--- src/rtl/cdb_arbiter.sv ---
// cdb_arbiter: transmit end of the common data bus.
// Three result sources (0=ALU, 1=MUL, 2=LS) each feed a small FIFO. One
// non-empty FIFO is granted per cycle in round-robin order, and the winner is
// registered onto the cdb broadcast. branch_flush discards every buffered and
// pending result.
//
// Packet layout (CDB_W = 77 bits, MSB first):
//   [76]    cdb_valid       (ignored on the source packets)
//   [75:70] preg_index
//   [69:65] areg_index
//   [64:33] result
//   [32]    jalr_flag
//   [31:0]  jalr_return_pc
//
// Optional feature macro: CDB_BYPASS_EN. When it is defined, a source whose
// FIFO is empty may compete with its incoming packet in the same cycle and, if
// it wins, go straight to the cdb register (1-cycle latency).
//
// Handshake: a packet is taken at posedge when x_valid && x_ready. x_ready is
// a function of the registered FIFO count only, so a full FIFO never accepts
// in the same cycle that it pops; the source must hold its packet until taken.
module cdb_arbiter #(
    parameter int FIFO_DEPTH = 2,
    parameter int NUM_SRC    = 3,
    localparam int CDB_W     = 77
) (
    input  logic             clk,
    input  logic             rst,
    input  logic             branch_flush,
    input  logic             alu_valid,
    output logic             alu_ready,
    input  logic [CDB_W-1:0] alu_pkt,
    input  logic             mul_valid,
    output logic             mul_ready,
    input  logic [CDB_W-1:0] mul_pkt,
    input  logic             ls_valid,
    output logic             ls_ready,
    input  logic [CDB_W-1:0] ls_pkt,
    output logic [CDB_W-1:0] cdb
);

    localparam int ENT_W     = CDB_W - 1;
    localparam int VALID_BIT = CDB_W - 1;
    localparam int PTR_W     = (FIFO_DEPTH > 1) ? $clog2(FIFO_DEPTH) : 1;
    localparam int CNT_W     = PTR_W + 1;
    localparam logic [CNT_W-1:0] FULL_CNT = CNT_W'(FIFO_DEPTH);

    logic [NUM_SRC-1:0] src_valid;
    logic [NUM_SRC-1:0] src_ready;
    logic [NUM_SRC-1:0] push;
    logic [NUM_SRC-1:0] cand;
    logic [NUM_SRC-1:0] byp;
    logic [NUM_SRC-1:0] enq;
    logic [NUM_SRC-1:0] deq;
    logic [ENT_W-1:0]   src_pkt [NUM_SRC];

    logic [ENT_W-1:0]   mem   [NUM_SRC][FIFO_DEPTH];
    logic [PTR_W-1:0]   head  [NUM_SRC];
    logic [PTR_W-1:0]   tail  [NUM_SRC];
    logic [CNT_W-1:0]   count [NUM_SRC];

    logic [1:0]         rr_ptr;
    logic [1:0]         grant_idx;
    logic [1:0]         scan_idx;
    logic               grant_any;
    logic [ENT_W-1:0]   grant_pkt;

    // The valid bit of a source packet carries no meaning and is dropped.
    logic unused_src_valid_bits;
    assign unused_src_valid_bits = ^{alu_pkt[VALID_BIT], mul_pkt[VALID_BIT], ls_pkt[VALID_BIT]};

    function automatic logic [1:0] inc_mod3(input logic [1:0] x);
        return (x == 2'd2) ? 2'd0 : x + 2'd1;
    endfunction

    assign src_valid  = {ls_valid, mul_valid, alu_valid};
    assign src_pkt[0] = alu_pkt[ENT_W-1:0];
    assign src_pkt[1] = mul_pkt[ENT_W-1:0];
    assign src_pkt[2] = ls_pkt[ENT_W-1:0];
    assign alu_ready  = src_ready[0];
    assign mul_ready  = src_ready[1];
    assign ls_ready   = src_ready[2];

    // Readiness from registered occupancy only; accepted pushes and candidates.
    always_comb begin
        src_ready = '0;
        push      = '0;
        cand      = '0;
        for (int s = 0; s < NUM_SRC; s++) begin
            src_ready[s] = (count[s] != FULL_CNT);
            push[s]      = src_valid[s] && src_ready[s];
`ifdef CDB_BYPASS_EN
            cand[s]      = (count[s] != '0) || push[s];
`else
            cand[s]      = (count[s] != '0);
`endif
        end
    end

    // Round-robin scan starting at rr_ptr; first candidate found wins.
    always_comb begin
        grant_any = 1'b0;
        grant_idx = 2'd0;
        scan_idx  = rr_ptr;
        for (int k = 0; k < NUM_SRC; k++) begin
            if (!grant_any && cand[scan_idx]) begin
                grant_any = 1'b1;
                grant_idx = scan_idx;
            end
            scan_idx = inc_mod3(scan_idx);
        end
    end

    // Per-source pop/enqueue decisions and the winning packet.
    always_comb begin
        byp       = '0;
        enq       = '0;
        deq       = '0;
        grant_pkt = '0;
        for (int s = 0; s < NUM_SRC; s++) begin
`ifdef CDB_BYPASS_EN
            // Winner with an empty FIFO is its own incoming packet.
            byp[s] = grant_any && (grant_idx == 2'(s)) && (count[s] == '0);
`endif
            deq[s] = grant_any && (grant_idx == 2'(s)) && !byp[s];
            enq[s] = push[s] && !byp[s];
            if (grant_any && (grant_idx == 2'(s))) begin
                grant_pkt = byp[s] ? src_pkt[s] : mem[s][head[s]];
            end
        end
    end

    // FIFO storage writes; content needs no reset because count gates reads.
    always_ff @(posedge clk) begin
        if (!rst && !branch_flush) begin
            for (int s = 0; s < NUM_SRC; s++) begin
                if (enq[s]) begin
                    mem[s][tail[s]] <= src_pkt[s];
                end
            end
        end
    end

    // FIFO pointers and occupancy; flush empties every FIFO.
    always_ff @(posedge clk) begin
        for (int s = 0; s < NUM_SRC; s++) begin
            if (rst || branch_flush) begin
                head[s]  <= '0;
                tail[s]  <= '0;
                count[s] <= '0;
            end else begin
                if (enq[s]) tail[s] <= tail[s] + 1'b1;
                if (deq[s]) head[s] <= head[s] + 1'b1;
                case ({enq[s], deq[s]})
                    2'b10:   count[s] <= count[s] + 1'b1;
                    2'b01:   count[s] <= count[s] - 1'b1;
                    default: count[s] <= count[s];
                endcase
            end
        end
    end

    // Broadcast register and round-robin pointer; flush keeps rr_ptr.
    always_ff @(posedge clk) begin
        if (rst) begin
            cdb    <= '0;
            rr_ptr <= 2'd0;
        end else if (branch_flush) begin
            cdb[VALID_BIT] <= 1'b0;
        end else if (grant_any) begin
            cdb    <= {1'b1, grant_pkt};
            rr_ptr <= inc_mod3(grant_idx);
        end else begin
            cdb[VALID_BIT] <= 1'b0;
        end
    end

endmodule

--- config.mk ---
export PLATFORM = sky130hd
export DESIGN_NAME = cdb_arbiter
export DESIGN_NICKNAME = d
export VERILOG_FILES = /design/src/rtl/cdb_arbiter.sv
export SDC_FILE = /design/constraint.sdc
export NUM_CORES = 1
export LEC_CHECK = 0
export CORE_UTILIZATION = 55
export DETAILED_ROUTE_END_ITERATION = 10
export GPL_TIMING_DRIVEN = 0
export PLACE_DENSITY = 0.88
export SYNTH_ARGS = -nofsm -noshare
export SYNTH_HDL_FRONTEND = slang
export SYNTH_SLANG_ARGS = --single-unit
--- constraint.sdc ---
create_clock -name clk -period 19.67 [get_ports clk]
set_clock_uncertainty 0.05 [all_clocks]
set_input_delay 1.967 -clock clk [delete_from_list [all_inputs] [get_ports clk]]
set_output_delay 1.967 -clock clk [all_outputs]
set_load 0.02 [all_outputs]
# Yosys cells after proc, flatten, opt, wreduce, memory -nomap -nowiden
# Memories as Yosys holds them, arrays and structs flattened.
# Index checks and enable logic that the tools add are counted.
# op_classes
n_reduce_logical	26
n_mux	102
bitwise	22
addsub	15
order_cmp	12
eq_ne	13
# op_table
operator	n
76-bit 2-to-1 mux	15
152-bit 2-to-1 mux	3
76-bit demux with 1-bit select	3
1-bit 2-to-1 mux	63
2-bit 2-to-1 mux	15
1-bit OR	15
2-bit by 1-bit adder with 2-bit output (second input constant)	6
2-bit equality test (second input constant)	6
2-bit greater-or-equal comparator (second input constant)	6
1-bit logical AND	12
1-bit inverter with 2-bit output	6
2-bit by 3-bit < comparator with 1-bit output (second input constant)	3
2-bit by 1-bit equality test with 1-bit output (second input constant)	4
2-bit OR reduction	4
1-bit adder (second input constant)	6
1-bit binary-select mux with 2-bit select	3
2-bit by 1-bit < comparator with 1-bit output (second input constant)	3
2-bit inequality test (second input constant)	3
2-bit nonzero test	3
2-bit by 1-bit subtractor with 2-bit output (second input constant)	3
1-bit zero test	4
2-bit zero test	1
2-bit AND reduction	1
1-bit logical OR	1
1-bit inverter	1
# totals
register_bits	79
wordCells	197
n_memories	4
mem_bits_rw	468
in_bits	237
output_inout_bits	80
# memory_table
name	depth	word_bits	rd	rd_clocked_by_memory_dff	write_ports	line	text
mem	3	152	3	0	3	57	logic [ENT_W-1:0] mem [NUM_SRC][FIFO_DEPTH];
count	3	2	3	0	3	60	logic [CNT_W-1:0] count [NUM_SRC];
head	3	1	3	0	3	58	logic [PTR_W-1:0] head [NUM_SRC];
tail	3	1	3	0	3	59	logic [PTR_W-1:0] tail [NUM_SRC];

# Longest topological paths before layout
# Gate-level depths: netlist of run 1.
# An unclocked memory read counts as a cell.
# logic_depth
word_depth	20
ltp_mapped	13
ltp_nobuf	9

# Worst setup path after synthesis of run 1
# Ideal clock, no wire load.
# synth_path
path_type	input port to flip-flop
from	input rst
to	memory tail[1] in the netlist's numbering (data pin)
stages	4
arrival_ps	7851
setup_slack_ps	10543
t_required_ps	18394
path_buffers	2
cell_sequence	clkbuf_1 or2_2 clkbuf_1 nor3_1
# synth_rtl
element	line	text
start: declaration	28	input logic rst,
end: declaration	59	

==> impl_results.md, run 1 <==
* Largest area contributor in the netlist: edfxtp_1
* Area growth, synth to finish at 26.2%
* Fraction of layout cells with a size suffix above 1 at 0.148
* CTS root buf: clkbuf_16
* Post-CTS resize count at 0
* Largest net degree at the start of global routing at 56
* Count of warnings emitted by yosys at 0
* Wire length per cell at 26.2 µm
* Cts bufs inserted at 53
* Initial antenna violation count at 14
* Pre-antenna DRT Iters at 6
* Gr usage total at 0.306
* Final std cells w/o fill at 2,457
* Clock buffer depth at 3
* Max VDD drop at 0.0916 mV
* Mapped Nets at 1,725
* Worst-path clk slew at 60 ps
* DRC at 0
* Area fraction of the dominant cell type after synthesis at 0.620
* EDFF count, synth at 468
* DR vias at 15,957
* Library cells used by synthesis at 46
* Worst-Margin Slew at 1070 ps
* Final Max Slew Viols at 0
* Power consumption at 4060 µW
* Clock Latency Late Sink at 600 ps
* H-tree Lvls at 2
* CP endpoint kind: flop
* # clock sinks at 547
* Finished Cell Area at 28,600 µm²
* Leak at 0.00897 µW
* Setup TNS at 0 ps
* Placed cell area at 26,900 µm²
* Syn_area_per_cell at 15.3 µm²
* Total gr overflow at 0
* Leading cell type in the layout, fill and taps excluded: edfxtp_1
* Hold_ws at 522 ps
* Syn Inst Count at 1,477
* First-pass GRT wire length at 95,600 µm
* Final ANT Viol Nets at 0
* Post-DP HPWL at 45,200 µm
* Worst slew margin at 0.285
* Cts hold-fix bufs at 0
* Fmax at 220 MHz
* Seq/Total Area, Yosys at 0.690
* Most frequent cells in the layout: 468 x edfxtp_1, 312 x clkdlybuf4s50_1, 226 x a211oi_1, 111 x clkbuf_1, 80 x nor3_1
* Die span in x at 205 µm
* # port buffers at 312
* RD Place Congestion at 0.890
* Critical Path Fanout Max at 12
* # nets final at 2,124
* Fin crit share at 0.231
* TritonCTS clock tree: built
* Synth Flop Type: edfxtp_1
* Drt total wl at 64,500 µm
* Die area at 42,000 µm²
* Starting Density at 0.564
* Tmin final at 4540 ps
* Final setup vio count at 0
* Top post-synthesis cells by area: edfxtp_1 62%, a211oi_1 7.5%, dfxtp_1 7.0%
* # rows at 73
* Die Y at 205 µm
* Maxcap violations at 0
* Post-synthesis async set-or-reset flop share at 0
* Io pins at 317
* Synthesized area at 22,700 µm²
* Placed Cells at 2,346
* Setup crit start kind: input pin
* CP arrival at 4770 ps
* Final hold violation count at 0
* Hold Crit Class: flop to flop
* RSZ-0062 raised after global routing: no
* Crit Path Category: input pin to flop
* Post-CTS Setup Inserts at 0
* Initial DRC Count at 1,739
* Core area at 40,200 µm²
* #FFs+latches synth at 547
* Vias in the first global route at 16,334
* Vias/cell at 6.49
* PD cells at 142 nW/µm²
* Status: finished, final reports clean
* Critical Path RT at 19,910 ps
## where the power goes
group / switching (µW) / internal [µW] / leakage (µW) / total, µW
clock: 431 / 578 / 0.000859 / 1010
sequential: 62.8 / 1370 / 0.00493 / 1430
combinational: 1030 / 589 / 0.00319 / 1610
## final cells by class
cell class	instances	area, µm²
Clock inverter	23	190
Fill cell	2597	11600
Antenna cell	12	30.0
Timing Repair Buffer	344	3510
Inverter	14	52.6
Tap cell	525	657
Sequential cell	547	15600
Buffer	151	687
Clock buffer	76	1530
Multi-Input combinational cell	765	6310
## cell usage after synthesis, types with 2 or more instances
cell type and n:
nand3b_1 3, nand3_1 2, mux2i_1 76, buf_2 36, a311oi_1 45, buf_1 4, nand2_1 13, a221o_1 2
buf_4 8, and3_1 2, inv_1 13, o2111ai_1 75, a311oi_2 30, o21ai_0 3, ha_1 11, a21oi_1 5
a211oi_1 226, mux2_2 79, edfxtp_1 468, dfxtp_1 79, nand2b_1 78, clkbuf_1 97, nor3_1 84, a31oi_1 2
nor2_1 10, buf_6 6
## path summary, 6_finish.rpt
| path | start | to | slack (ps) | cells past startpoint |
|---|---|---|---|---|
| worst min register to register | count[0][0]$_DFFE_PP_ | count[0][0]$_DFFE_PP_ | 520 | 1 |
| worst max register to register | count[1][0]$_DFFE_PP_ | count[1][1]$_DFFE_PP_ | 15380 | 11 |
| worst max-delay path | branch_flush | mem[0][251]$_DFFE_PP_ | 15130 | 7 |
| worst min-delay path | count[0][0]$_DFFE_PP_ | count[0][0]$_DFFE_PP_ | 520 | 1 |
## worst max-delay path, stage by stage
cell and delay [ps]:
clkdlybuf4s50_1 600, or2_2 430, clkbuf_1 280, nor3_2 810, buf_6 270, buf_6 200, buf_6 190
## registers in the layout, indices dropped and copies added, names as in the netlist
name / cells
tail: 3
cdb: 77
mem: 456
head: 3
count: 6
rr_ptr: 2
## cells by family (layout without fill, tap and decap cells)
group / after synthesis / in the layout / synth area share
adder cells (fa/ha/maj): 11 / 11 / 0.00607
buffers and inverters: 165 / 608 / 0.0326
multiplexers: 155 / 155 / 0.0728
other: 0 / 12 / 0
XOR/XNOR: 2 / 2 / 0.000773
AND/OR/NAND/NOR: 200 / 200 / 0.0485
flip-flops: 547 / 547 / 0.690
AO/OA/AOI/OAI: 397 / 397 / 0.149
## stage by stage
step / setup slack, ps / utilization
after floorplan: 10540 / -
after global placement: 6270 / 0.658
after detailed placement: 14620 / 0.668
after CTS: 15230 / 0.711
after global routing: 15090 / 0.711
final: 15130 / 0.712
## metal layers
metal	part of all wire	GRT usage	wire length, µm	up-vias
met2	0.49	0.509	31700	1015
li1	-	-	-	6871
met4	0.036	0.135	2300	6
met3	0.10	0.0579	6470	171
met1	0.37	0.391	23900	7894
met5	0.00064	0	41	-
(Power assumes the default switching activity.)
==> run 2: changes to the inputs <==
==> constraint.sdc (replaced) <==
create_clock -name clk -period 4.3 [get_ports clk]
set_clock_uncertainty 0.05 [all_clocks]
set_input_delay 0.43 -clock clk [delete_from_list [all_inputs] [get_ports clk]]
set_output_delay 0.43 -clock clk [all_outputs]
set_load 0.02 [all_outputs]
==> run 2 against run 1 <==
  * Sequential share of layout area fell by 0.45 points
  * Clock-buffer cell count fell by 8
  * Largest power group unchanged
  * Combinational power rose to 4.6 times the previous value
  * Hold slack got worse by 170 ps
  * Non-clock buffer count fell by 12
  * Clock power rose to 4.9 times the previous value
  * Final area rose by 0.84%
  * Total power rose to 4.7 times the previous value
  * Critical endpoint is now count[1][0]$_DFFE_PP_
  * Via count fell by 0.40%
  * Critical path depth rose by 4
  * Global-route usage fell by 0.21 points
  * Register-to-register slack got worse by 15000 ps
  * Largest cell class unchanged
==> impl_results.md, run 2 (synthesis results as in run 1) <==
* RSZ-0062 raised after global routing: no
* PD cells at 656 nW/µm² (+360%)
* Worst setup margin at 231 ps (-14,900 ps)
* Status: finished, final reports clean
* CTS root buf: clkbuf_16
* Area growth, synth to finish at 27.3%
* Final std cells w/o fill at 2,447 (-0.41%)
* Worst slew margin at 0.285 (about the same)
* Final Max Slew Viols at 0 (unchanged)
* Pre-antenna DRT Iters at 5 (-1)
* Largest net degree at the start of global routing at 45 (-20%)
* Final setup vio count at 0 (unchanged)
* Fin crit share at 0.946
* Place WS at 426 ps (-14,200 ps)
* Tmin final at 4070 ps
* Min-delay src: mul_pkt[65]
* H-tree Lvls at 2 (unchanged)
* Clock buffer depth at 3 (unchanged)
* Post-layout util at 0.717 (+0.00595)
* Placed Cells at 2,334 (-0.51%)
* Worst-path clk slew at 60 ps (about the same)
* Leading cell type in the layout, fill and taps excluded: edfxtp_1
* Final hold violation count at 0 (unchanged)
* Initial antenna violation count at 10 (-4)
* Io pins at 317 (unchanged)
* Post-CTS Setup Inserts at 0 (unchanged)
* DRC at 0 (unchanged)
* Max VDD drop at 0.340 mV (+270%)
* Max reg flops at 456 (unchanged)
* Placed cell area at 26,900 µm² (+0.34%)
* Switching Share at 0.372 (-0.00213)
* Multi-input gate area at 6340 µm² (+0.40%)
* CP arrival at 4300 ps (-470 ps)
* Worst-Margin Slew at 1070 ps (+0.261 ps)
* Cts hold-fix bufs at 0 (unchanged)
* Wire length per cell at 26.3 µm (+0.38%)
* Finished Cell Area at 28,800 µm² (+0.84%)
* Critical Path RT at 4530 ps (-15,380 ps)
* Starting Density at 0.564 (unchanged)
* Gr usage total at 0.304 (-0.00207)
* Maxcap violations at 0 (unchanged)
* Setup crit start kind: flop
* Most frequent cells in the layout: 468 x edfxtp_1, 312 x clkdlybuf4s50_1, 226 x a211oi_1, 104 x clkbuf_1, 80 x nor3_1
* Clock power frac at 0.260 (+0.011)
* Cts bufs inserted at 55 (+3.8%)
* Die span in x at 205 µm (unchanged)
* # nets final at 2,114 (-0.47%)
* Hold Crit Class: input pin to flop
* CP endpoint kind: flop
* Filler cell count at 2,507 (-3.5%)
* Clock Latency Late Sink at 610 ps (about the same)
* Core area at 40,200 µm² (unchanged)
* Worst r2r src: count[1][0]$_DFFE_PP_
* DR vias at 15,893 (-0.40%)
* TritonCTS clock tree: built
* Vias in the first global route at 15,959 (-2.3%)
* # rows at 73 (unchanged)
* Leak at 0.00903 µW (+0.65%)
* Storage cell area at 15,600 µm² (unchanged)
* # port buffers at 312 (unchanged)
* Fraction of layout cells with a size suffix above 1 at 0.147 (-0.00147)
* Final ANT Viol Nets at 0 (unchanged)
* Psw at 7040 µW (+360%)
* Internal power at 11,900 µW (+370%)
* Drt total wl at 64,400 µm (about the same)
* Total gr overflow at 0 (unchanged)
* Comb power frac at 0.393 (-0.005)
* # clock sinks at 547 (unchanged)
* Fmax at 246 MHz
* Initial DRC Count at 1,782 (+2.5%)
* Post-CTS resize count at 0 (unchanged)
* First-pass GRT wire length at 94,700 µm (-1.0%)
* R2R setup slack at 230 ps (-15,150 ps)
* Post-DP HPWL at 44,100 µm (-2.4%)
* Vias/cell at 6.49 (about the same)
* Die Y at 205 µm (unchanged)
* RD Place Congestion at 0.869 (-2.3%)
* Critical Path Fanout Max at 10 (-2)
* Crit Path Category: flop to flop
* Worst Setup SP: count[1][0]$_DFFE_PP_
* Die area at 42,000 µm² (unchanged)
* Sequential share of power at 0.347 (-0.007)
## run 2: cell count changes in the layout (fill, tap and decap cells not counted), sizes merged
cell,change
diode,-2
inv,-1
bufinv,+3
clkbuf,-8
clkinv,+6
buf,-12
clkinvlp,+4
## run 2: layer usage
| metal | vias up | GRT usage | wire [µm] |
|---|---|---|---|
| li1 | 6829 | - | - |
| met1 | 7748 | 0.382 | 23200 |
| met2 | 1096 | 0.505 | 31400 |
| met3 | 214 | 0.0595 | 6600 |
| met4 | 6 | 0.147 | 3180 |
| met5 | - | 0 | 42 |
## run 2: layout make-up
class,count,share of cell area
sequential,547,0.542
multi-input combinational,765,0.220
timing repair buffer,332,0.124
clock buffer,68,0.0531
buffer,151,0.0238
tap,525,0.0228
clock inverter,35,0.0118
inverter,14,0.00182
antenna,10,0.000868
## run 2: path summary, 6_finish.rpt
check | endpoint | depth (start not counted)
min reg2reg | count[1][0]$_DFFE_PP_ | 1
max | count[1][0]$_DFFE_PP_ | 11
max reg2reg | count[1][0]$_DFFE_PP_ | 11
min | mem[0][293]$_DFFE_PP_ | 1
## run 2: power by group through the flow
stage	clock (µW)	sequential [µW]	combinational, µW
2_1_floorplan	0	6870	4350
3_3_place_gp	0	6650	6830
3_5_place_dp	0	6640	7200
4_1_cts	4950	6550	7310
5_1_grt	5150	6590	7840
6_report	4920	6560	7440
## run 2: worst max-delay path: stages, from the launching register on
cell and delay [ps]:
edfxtp_1 390, inv_1 120, ha_1 160, buf_2 280, nand3b_1 380, clkbuf_1 680
clkbuf_1 460, a21oi_1 210, nor2_1 330, inv_1 100, ha_1 300, o21ai_0 280
## run 2: metrics by stage
stage                     setup TNS [ps]  power (µW)  hold WS, ps
after CTS                              0       18800          333
after detailed placement               0       13800          512
after global routing                   0       19600          340
after global placement           -661470       13500          499
final                                  0       18900          357
after floorplan                   -55970       11200          479
==> run 3: changes to the inputs <==
--- a/config.mk
+++ b/config.mk
@@ -6,6 +6,7 @@
 export NUM_CORES = 1
 export LEC_CHECK = 0
 export CORE_UTILIZATION = 55
+export CTS_BUF_LIST = sky130_fd_sc_hd__clkbuf_8
 export DETAILED_ROUTE_END_ITERATION = 10
 export GPL_TIMING_DRIVEN = 0
 export PLACE_DENSITY = 0.88
==> run 3 against run 2 <==
  * Sequential share of layout area increased by 0.10 points
  * Cell count increased by 2.4%
  * Wire length decreased by 1.1%
  * Hold slack got worse by 57 ps
  * Sequential power about the same
  * Utilization decreased by 0.13 points
  * Register-to-register slack improved by 100 ps
  * Combinational power decreased by 0.8%
  * Clock power decreased by 6.9%
==> impl_results.md, run 3 (synthesis results as in run 1) <==
* Setup crit start kind: flop
* Critical Path RT at 4590 ps (+60 ps)
* Clock Latency Late Sink at 660 ps (+50 ps)
* Drt total wl at 63,700 µm (-1.1%)
* Final setup vio count at 0 (unchanged)
* CTS root buf: clkbuf_8
* DRC at 0 (unchanged)
* Crit Path Category: flop to flop
* Die area at 42,000 µm² (unchanged)
* Vias in the first global route at 16,026 (+0.42%)
* Critical Path Fanout Max at 10 (unchanged)
* Pre-antenna DRT Iters at 7 (+2)
* Placed cell area at 26,900 µm² (unchanged)
* Vias/cell at 6.38 (-1.7%)
* PD cells at 643 nW/µm² (-1.9%)
* Final Max Slew Viols at 0 (unchanged)
* Initial antenna violation count at 11 (+1)
* Area growth, synth to finish at 27.0%
* First-pass GRT wire length at 93,800 µm (-0.90%)
* Finished Cell Area at 28,800 µm² (-0.19%)
* Status: finished, final reports clean
* Leak at 0.00915 µW (+1.3%)
* Most frequent cells in the layout: 468 x edfxtp_1, 312 x clkdlybuf4s50_1, 226 x a211oi_1, 102 x clkbuf_8, 97 x clkbuf_1
* Hold_ws at 300 ps (-57.0 ps)
* # clock sinks at 547 (unchanged)
* Post-CTS Setup Inserts at 0 (unchanged)
* Core area at 40,200 µm² (unchanged)
* # nets final at 2,145 (+1.5%)
* Fmax at 252 MHz (+2.6%)
* DR vias at 15,988 (+0.60%)
* Tmin final at 3960 ps (-104 ps)
* Worst slew margin at 0.281 (-0.00439)
* H-tree Lvls at 3 (+1)
* Total gr overflow at 0 (unchanged)
* Fraction of layout cells with a size suffix above 1 at 0.159 (+0.0123)
* Worst-Margin Slew at 1080 ps (+6.58 ps)
* Largest net degree at the start of global routing at 45 (unchanged)
* TritonCTS clock tree: built
* Final hold violation count at 0 (unchanged)
* Cts hold-fix bufs at 0 (unchanged)
* Post-DP HPWL at 44,100 µm (unchanged)
* RD Place Congestion at 0.869 (unchanged)
* Wire length per cell at 25.4 µm (-3.4%)
* Hold Crit Class: input pin to flop
* # port buffers at 312 (unchanged)
* Fin crit share at 0.922 (-0.0241)
* Starting Density at 0.564 (unchanged)
* Post-CTS resize count at 0 (unchanged)
* Io pins at 317 (unchanged)
* Initial DRC Count at 1,743 (-2.2%)
* Leading cell type in the layout, fill and taps excluded: edfxtp_1
* CP endpoint kind: flop
* # rows at 73 (unchanged)
* Maxcap violations at 0 (unchanged)
* Worst-path clk slew at 60 ps (about the same)
* Max VDD drop at 0.348 mV (+2.2%)
* Power consumption at 18,500 µW (-2.1%)
* RSZ-0062 raised after global routing: no
* Die Y at 205 µm (unchanged)
* Clock buffer depth at 3 (unchanged)
* Gr usage total at 0.301 (-0.00255)
* Cts bufs inserted at 86 (+56%)
* Max reg flops at 456 (unchanged)
* Final ANT Viol Nets at 0 (unchanged)
* Die span in x at 205 µm (unchanged)
* CP arrival at 4250 ps (-50 ps)
run 3: where the power goes:
group	switching (µW)	internal (µW)	leakage [µW]
sequential	283	6280	0.00493
clock	2050	2520	0.00104
combinational	4680	2710	0.00319
run 3: final timing paths:
kind | from | endpoint | slack (ps) | cells past startpoint
min | alu_pkt[67] | mem[0][67]$_DFFE_PP_ | 300 | 1
max reg2reg | count[1][0]$_DFFE_PP_ | count[1][0]$_DFFE_PP_ | 340 | 11
max | count[1][0]$_DFFE_PP_ | count[1][0]$_DFFE_PP_ | 340 | 11
min reg2reg | count[1][0]$_DFFE_PP_ | count[1][0]$_DFFE_PP_ | 520 | 1
run 3: per-layer routing:
metal / share of wire / vias up / track usage
li1: - / 6920 / -
met1: 0.37 / 7730 / 0.377
met2: 0.48 / 1120 / 0.494
met3: 0.10 / 212 / 0.0703
met4: 0.044 / 6 / 0.147
met5: 0.00066 / - / 0
run 3: layout make-up:
cell class / count / area (µm²)
flip-flops and latches: 547 / 15600
plain buffers: 151 / 687
clock buffers: 102 / 1400
diodes: 9 / 22.5
fillers: 2522 / 11400
inverters: 14 / 52.6
well taps: 525 / 657
multi-input cells: 765 / 6340
clock inverters: 60 / 414
repair buffers: 332 / 3570
run 3: critical path, stage by stage, from the launching register on:
cell and delay, ps:
edfxtp_1 390, inv_1 120, ha_1 160, buf_2 270, nand3b_1 380, clkbuf_1 640, clkbuf_1 460, a21oi_1 200
nor2_1 310, inv_1 80, ha_1 290, o21ai_0 280
run 3: metrics by stage:
step | setup slack [ps] | std cells | setup TNS (ps) | util
3_5_place_dp | 426 | 2334 | 0 | 0.670
5_1_grt | 149 | 2501 | 0 | 0.716
3_3_place_gp | -3030 | 2314 | -661470 | 0.659
4_1_cts | 409 | 2496 | 0 | 0.716
6_report | 335 | 2505 | 0 | 0.716
2_1_floorplan | -368 | 1477 | -55970 | -
